==> config.mk <==
export PLATFORM = sky130hd
export DESIGN_NAME = pipe_ctrl
export DESIGN_NICKNAME = d
export VERILOG_FILES = /design/src/rtl/pipe_ctrl_pkg.sv /design/src/rtl/pipe_ctrl_hazard_det.sv /design/src/rtl/pipe_ctrl.sv
export SDC_FILE = /design/constraint.sdc
export NUM_CORES = 1
export LEC_CHECK = 0
export CORE_MARGIN = 8
export CORE_UTILIZATION = 37
export DETAILED_ROUTE_END_ITERATION = 12
export GPL_TIMING_DRIVEN = 0
export PLACE_DENSITY_LB_ADDON = 0.3
export SETUP_SLACK_MARGIN = 0.02
export SKIP_CTS_REPAIR_TIMING = 1
export SLEW_MARGIN = 20
export SYNTH_ARGS = -nofsm -noshare
export SYNTH_HDL_FRONTEND = slang
export SYNTH_HIERARCHICAL = 1
export SYNTH_SLANG_ARGS = --single-unit
==> constraint.sdc <==
create_clock -name clk -period 6.45 [get_ports clk]
set_input_delay 1.935 -clock clk [delete_from_list [all_inputs] [get_ports clk]]
set_output_delay 1.935 -clock clk [all_outputs]
set_load 0.1 [all_outputs]
==> src/rtl/pipe_ctrl_pkg.sv <==
// Shared pipeline definitions: controller FSM encoding, busy-timeout default,
// ALU control codes and a saturating counter helper.
package pipe_ctrl_pkg;

  typedef enum logic [1:0] {
    ST_IDLE  = 2'd0,
    ST_BUSY  = 2'd1,
    ST_FLUSH = 2'd2
  } pipe_state_e;

  localparam int BUSY_TMO_DEFAULT = 64;

  typedef enum logic [3:0] {
    ALU_ADD  = 4'd0,
    ALU_SUB  = 4'd1,
    ALU_AND  = 4'd2,
    ALU_OR   = 4'd3,
    ALU_XOR  = 4'd4,
    ALU_SLL  = 4'd5,
    ALU_SRL  = 4'd6,
    ALU_SRA  = 4'd7,
    ALU_SLT  = 4'd8,
    ALU_SLTU = 4'd9,
    ALU_LUI  = 4'd10
  } alu_ctrl_e;

  function automatic logic [15:0] sat_inc16(input logic [15:0] val, input logic en);
    return (en && (val != 16'hFFFF)) ? val + 16'd1 : val;
  endfunction

endpackage

==> src/rtl/pipe_ctrl_hazard_det.sv <==
// Load-use hazard comparator: a load in EX writes a register that ID reads.
module hazard_det (
  input  logic [4:0] rs1_i,
  input  logic [4:0] rs2_i,
  input  logic       re1_i,
  input  logic       re2_i,
  input  logic [4:0] waddr_i,
  input  logic       mem_re_i,
  output logic       hazard_o
);

  // x0 is never a real destination, so a load into it cannot create a hazard
  assign hazard_o = mem_re_i && (waddr_i != 5'd0) &&
                    ((re1_i && (rs1_i == waddr_i)) || (re2_i && (rs2_i == waddr_i)));

endmodule

==> src/rtl/pipe_ctrl.sv <==
// Pipeline controller: load-use bubbles, jump flushes, multi-cycle EX holds
// with a busy timeout, and saturating stall/flush performance counters.
module pipe_ctrl
  import pipe_ctrl_pkg::*;
#(
  parameter int BUSY_TMO = BUSY_TMO_DEFAULT
) (
  input  logic        clk,
  input  logic        rst_n,
  input  logic [4:0]  id_reg1_raddr_i,
  input  logic [4:0]  id_reg2_raddr_i,
  input  logic        id_reg1_RE_i,
  input  logic        id_reg2_RE_i,
  input  logic [4:0]  ex_reg_waddr_i,
  input  logic        ex_mem_re_i,
  input  logic        ex_jump_i,
  input  logic [31:0] ex_jump_addr_i,
  input  logic        ex_start_i,
  input  logic        ex_done_i,
  output logic        ctrl_pc_hold_o,
  output logic        ctrl_if_id_hold_o,
  output logic        ctrl_id_ex_hold_o,
  output logic        ctrl_if_id_flush_o,
  output logic        ctrl_id_ex_flush_o,
  output logic        ctrl_jump_o,
  output logic [31:0] ctrl_jump_addr_o,
  output logic        ctrl_err_o,
  output logic [15:0] ctrl_stall_cnt_o,
  output logic [15:0] ctrl_flush_cnt_o
);

  localparam int CNT_W = $clog2(BUSY_TMO + 1);

  pipe_state_e      state_q, state_d;
  logic [CNT_W-1:0] busy_cnt_q, busy_cnt_d;
  logic             err_q, err_d;
  logic [15:0]      stall_cnt_q, stall_cnt_d;
  logic [15:0]      flush_cnt_q, flush_cnt_d;

  logic hazard;
  logic pc_hold, if_id_hold, id_ex_hold, if_id_flush, id_ex_flush, jump;

  hazard_det u_hazard_det (
    .rs1_i    (id_reg1_raddr_i),
    .rs2_i    (id_reg2_raddr_i),
    .re1_i    (id_reg1_RE_i),
    .re2_i    (id_reg2_RE_i),
    .waddr_i  (ex_reg_waddr_i),
    .mem_re_i (ex_mem_re_i),
    .hazard_o (hazard)
  );

  always_comb begin
    state_d     = state_q;
    busy_cnt_d  = busy_cnt_q;
    err_d       = err_q;
    pc_hold     = 1'b0;
    if_id_hold  = 1'b0;
    id_ex_hold  = 1'b0;
    if_id_flush = 1'b0;
    id_ex_flush = 1'b0;
    jump        = 1'b0;
    unique case (state_q)
      ST_IDLE: begin
        if (ex_jump_i) begin
          jump        = 1'b1;
          if_id_flush = 1'b1;
          id_ex_flush = 1'b1;
          state_d     = ST_FLUSH;
        end else if (ex_start_i) begin
          // a single-cycle op (start and done together) needs no stall
          if (!ex_done_i) begin
            state_d    = ST_BUSY;
            busy_cnt_d = '0;
          end
        end else if (hazard) begin
          pc_hold     = 1'b1;
          if_id_hold  = 1'b1;
          id_ex_flush = 1'b1;
        end
      end
      ST_FLUSH: begin
        // the synchronous instruction ROM still presents the pre-jump word
        if_id_flush = 1'b1;
        state_d     = ST_IDLE;
      end
      ST_BUSY: begin
        if (busy_cnt_q == CNT_W'(BUSY_TMO)) begin
          err_d   = 1'b1;
          state_d = ST_IDLE;
        end else if (ex_done_i) begin
          state_d = ST_IDLE;
        end else begin
          pc_hold    = 1'b1;
          if_id_hold = 1'b1;
          id_ex_hold = 1'b1;
          busy_cnt_d = busy_cnt_q + CNT_W'(1);
        end
      end
      default: state_d = ST_IDLE;
    endcase
  end

  // Control outputs are forced low while reset is held, whatever the inputs do
  assign ctrl_pc_hold_o     = rst_n & pc_hold;
  assign ctrl_if_id_hold_o  = rst_n & if_id_hold;
  assign ctrl_id_ex_hold_o  = rst_n & id_ex_hold;
  assign ctrl_if_id_flush_o = rst_n & if_id_flush;
  assign ctrl_id_ex_flush_o = rst_n & id_ex_flush;
  assign ctrl_jump_o        = rst_n & jump;
  assign ctrl_jump_addr_o   = ctrl_jump_o ? ex_jump_addr_i : 32'd0;

  assign stall_cnt_d = sat_inc16(stall_cnt_q, ctrl_pc_hold_o);
  assign flush_cnt_d = sat_inc16(flush_cnt_q, ctrl_if_id_flush_o);

  always_ff @(posedge clk or negedge rst_n) begin
    if (!rst_n) begin
      state_q     <= ST_IDLE;
      busy_cnt_q  <= '0;
      err_q       <= 1'b0;
      stall_cnt_q <= 16'd0;
      flush_cnt_q <= 16'd0;
    end else begin
      state_q     <= state_d;
      busy_cnt_q  <= busy_cnt_d;
      err_q       <= err_d;
      stall_cnt_q <= stall_cnt_d;
      flush_cnt_q <= flush_cnt_d;
    end
  end

  assign ctrl_err_o       = err_q;
  assign ctrl_stall_cnt_o = stall_cnt_q;
  assign ctrl_flush_cnt_o = flush_cnt_q;

endmodule

==> impl_metrics.py, run 1 <==
metrics = {
    "route": {
        "wire_per_inst_um": 15.6,
        "detail-route-antenna-nets": 0,
        "drc_errors": 0,
        "dr.pass1.iters": 4,
        "wirelength_mm": 7.41,
        "route.vias.total": 2414,
        "drt-initial-drc-count": 77,
        "viasPerCell": 5.08,
    },
    "worst_setup_path": {
        "critPathKind": "in2out",
        "critPathMaxFanout": 10,
        "crit_chain": "clkdlybuf4s50_1, xor2_1, nor4_1, nand3_1, a21oi_1, nand2b_1, o32ai_2, o21bai_1, buf_2, inv_1, buf_4, buf_6",
        "critPathTopFamily": "buffers and inverters",
        "slowest_delay_ps": 470,
        "cp_num_cells": 12,
        "path_buf_inv": 5,
        "end_kind": "primary output",
        "critPathRequiredTime_ps": 4510,
        "arrival_ps": 4320,
        "cpMaxStageDelayCell": "clkdlybuf4s50_1",
        "rr_worst_depth": 7,
        "crit_path_start_kind": "primary input",
    },
    "floorplanning": {
        "die_h_um": 97.5,
        "die_width_um": 97.5,
        "initial_core_util_pct": 38.5,
        "io_pins": 126,
        "row_count": 29,
        "core_region_area_mm2": 0.00639,
        "dieArea_mm2": 0.00951,
    },
    "yosys": {
        "ys_async_sr_fraction_pct": 100,
        "synth_ff_type": "dfrtp_1",
        "syn-instance-count": 265,
        "ys_seq_area_share_pct": 42.8,
        "syn_nets": 324,
        "postSynthAreaPerCell_um2": 9.27,
        "synth_edf_count": 0,
        "synth_seq_cells": 42,
        "synth.distinct_cells": 38,
        "yosysWarnings": 6,
        "syn-cell-area_mm2": 0.00246,
    },
    "clock_tree": {
        "cts_buffers": 5,
        "clkSinkCount": 42,
        "cts_buffer_depth": 2,
        "clockRootBuffer": "clkbuf_8",
        "clk_latency_ps": 300,
        "cts_tree": "yes",
        "cts.htree.levels": 2,
        "clkTransAtPathRegs_ps": 70,
    },
    "global_routing": {
        "antenna_found_initial": 0,
        "grt_use_total_pct": 15.8,
        "overflow": 0,
        "grt_max_degree": 30,
        "grt_pass1_vias": 2518,
        "grt_pass1_wl_mm": 12.7,
    },
    "placement": {
        "place_congestion": 0.821,
        "placed_cell_area_mm2": 0.00382,
        "dp_slack_ps": -882,
        "numPortBuffers": 125,
        "hpwl_mm": 6.22,
    },
    "timing": {
        "setup_viol": 0,
        "timing.final.crit_share_pct": 96.9,
        "fin_ws_ps": 197,
        "hold_viol": 0,
        "rsz0062_at_grt": "true",
        "skew_ps": 10.0,
        "slew_viol_final": 0,
        "post-route-min-period_ps": 6250,
        "fmax_ghz": 0.160,
        "worstMarginPinSlew_ps": 1020,
        "slew_headroom_pct": 32.1,
    },
    "final_layout": {
        "design_area_mm2": 0.00378,
        "fill_cells": 574,
        "nets": 457,
        "antenna_cells": 0,
        "drive_above_1_share_pct": 12.6,
        "fin_util_pct": 59.2,
        "final_common_cell": "clkdlybuf4s50_1",
        "layout_common_cells": "86 x clkdlybuf4s50_1, 42 x dfrtp_1, 38 x and3_1, 34 x xor2_1, 29 x clkbuf_2",
        "area_growth_pct": 53.8,
    },
    "pwr": {
        "power_density_mw_per_mm2": 271,
        "total_power_w": 0.00102,
        "ir_drop_uv": 287,
        "p_leak_nw": 1.94,
    },
    "hold_path": {
        "hold_path_class": "reg2reg",
        "hold_path_depth": 1,
    },
    "run_status": {
        "status": "completed",
    },
    "run": {
        "drv_cap": 0,
    },
}
## registers in the layout, indices dropped and copies added (netlist names)
name / cells
ctrl_flush_cnt_o: 16
ctrl_stall_cnt_o: 16
busy_cnt_q: 7
state_q: 2
ctrl_err_o: 1
## power by group
group	leakage [nW]	internal [W]	switching, W	total (W)
combinational	1.34	0.000136	0.000380	0.000516
sequential	0.563	0.000300	0.0000455	0.000345
clock	0.0383	0.0000747	0.0000874	0.000162
## area by class of cell
cell class                      instances  area (um^2)  share of cell area [%]
Multi-Input combinational cell        205         1340                    35.5
Timing Repair Buffer                  126         1140                    30.2
Sequential cell                        42         1050                    27.8
Tap cell                               77         96.3                    2.55
Clock buffer                            7         76.3                    2.02
Buffer                                 11         47.5                    1.26
Inverter                                7         26.3                   0.695
## cell families (layout without fill, tap and decap cells)
group / Yosys count / after routing / share of synthesized area [%]
buffers and inverters: 18 / 151 / 2.95
adder cells (fa/ha/maj): 4 / 4 / 2.04
AO/OA/AOI/OAI: 10 / 10 / 2.75
flip-flops: 42 / 42 / 42.8
AND/OR/NAND/NOR: 143 / 143 / 31.7
multiplexers: 7 / 7 / 3.16
XOR/XNOR: 41 / 41 / 14.6
## layer usage
metal,global-route usage [%],part of all wire [%],routed length (um),up-vias
li1,-,-,-,1189
met1,17.6,40,2960,1112
met2,24.4,45,3320,105
met3,10.0,14,1020,8
met4,4.31,1.5,110,0
met5,0,0,0,-
## synthesized netlist by cell type, types with 2 or more instances
cell,number,area share [%]
xor2_1,34,12
nor4b_1,2,0.71
nand2_1,24,3.7
or4_1,2,0.61
and4_1,2,0.71
o21ai_1,2,0.41
and3_1,38,9.7
ha_1,4,2.0
xnor2_1,7,2.5
or3_1,2,0.51
nor3_1,12,2.4
nand4_1,10,2.5
mux2_2,6,2.7
inv_1,7,1.1
nor2b_1,2,0.51
clkbuf_1,9,1.4
nand3_1,11,2.2
nor2_1,22,3.4
nor4_1,4,1.0
a21oi_1,2,0.41
dfrtp_1,42,43
nand2b_1,5,1.3
## worst paths after layout
check / start / end / slack, ps
worst min-delay path: ctrl_err_o / ctrl_err_o / 490
worst max-delay path: ex_reg_waddr_i[1] / ctrl_pc_hold_o / 200
min in group asynchronous: rst_n / ctrl_flush_cnt_o[4] / 1610
worst min register to register: ctrl_err_o / ctrl_err_o / 490
max in group asynchronous: rst_n / busy_cnt_q[3] / 4300
worst max register to register: ctrl_stall_cnt_o[0] / ctrl_stall_cnt_o[13] / 4290
## metrics by stage
stage / std cells / TNS (ps) / hold slack [ps]
after detailed placement: 468 / -7580 / 473
after CTS: 475 / -7500 / 490
after global placement: 467 / -44220 / 467
final: 475 / 0 / 485
after global routing: 475 / -10.2 / 496
after floorplan: 265 / 0 / 497
No activity file was read; power rests on OpenSTA's default activity.
==> run 2, diff against run 1 <==
--- a/config.mk
+++ b/config.mk
@@ -17,3 +17,4 @@
 export SYNTH_HDL_FRONTEND = slang
 export SYNTH_HIERARCHICAL = 1
 export SYNTH_SLANG_ARGS = --single-unit
+export TNS_END_PERCENT = 30
==> results of run 2 <==
Same layout as run 1: the final DEF is identical, and so are final timing and power.
==> run 3, diff against run 2 <==
--- a/config.mk
+++ b/config.mk
@@ -5,8 +5,10 @@
 export SDC_FILE = /design/constraint.sdc
 export NUM_CORES = 1
 export LEC_CHECK = 0
+export ABC_CLOCK_PERIOD_IN_PS = 6450
 export CORE_MARGIN = 8
 export CORE_UTILIZATION = 37
+export CTS_CLUSTER_DIAMETER = 30
 export DETAILED_ROUTE_END_ITERATION = 12
 export GPL_TIMING_DRIVEN = 0
 export PLACE_DENSITY_LB_ADDON = 0.3
==> results of run 3 <==
Same layout as run 1: the final DEF is identical, and so are final timing and power.
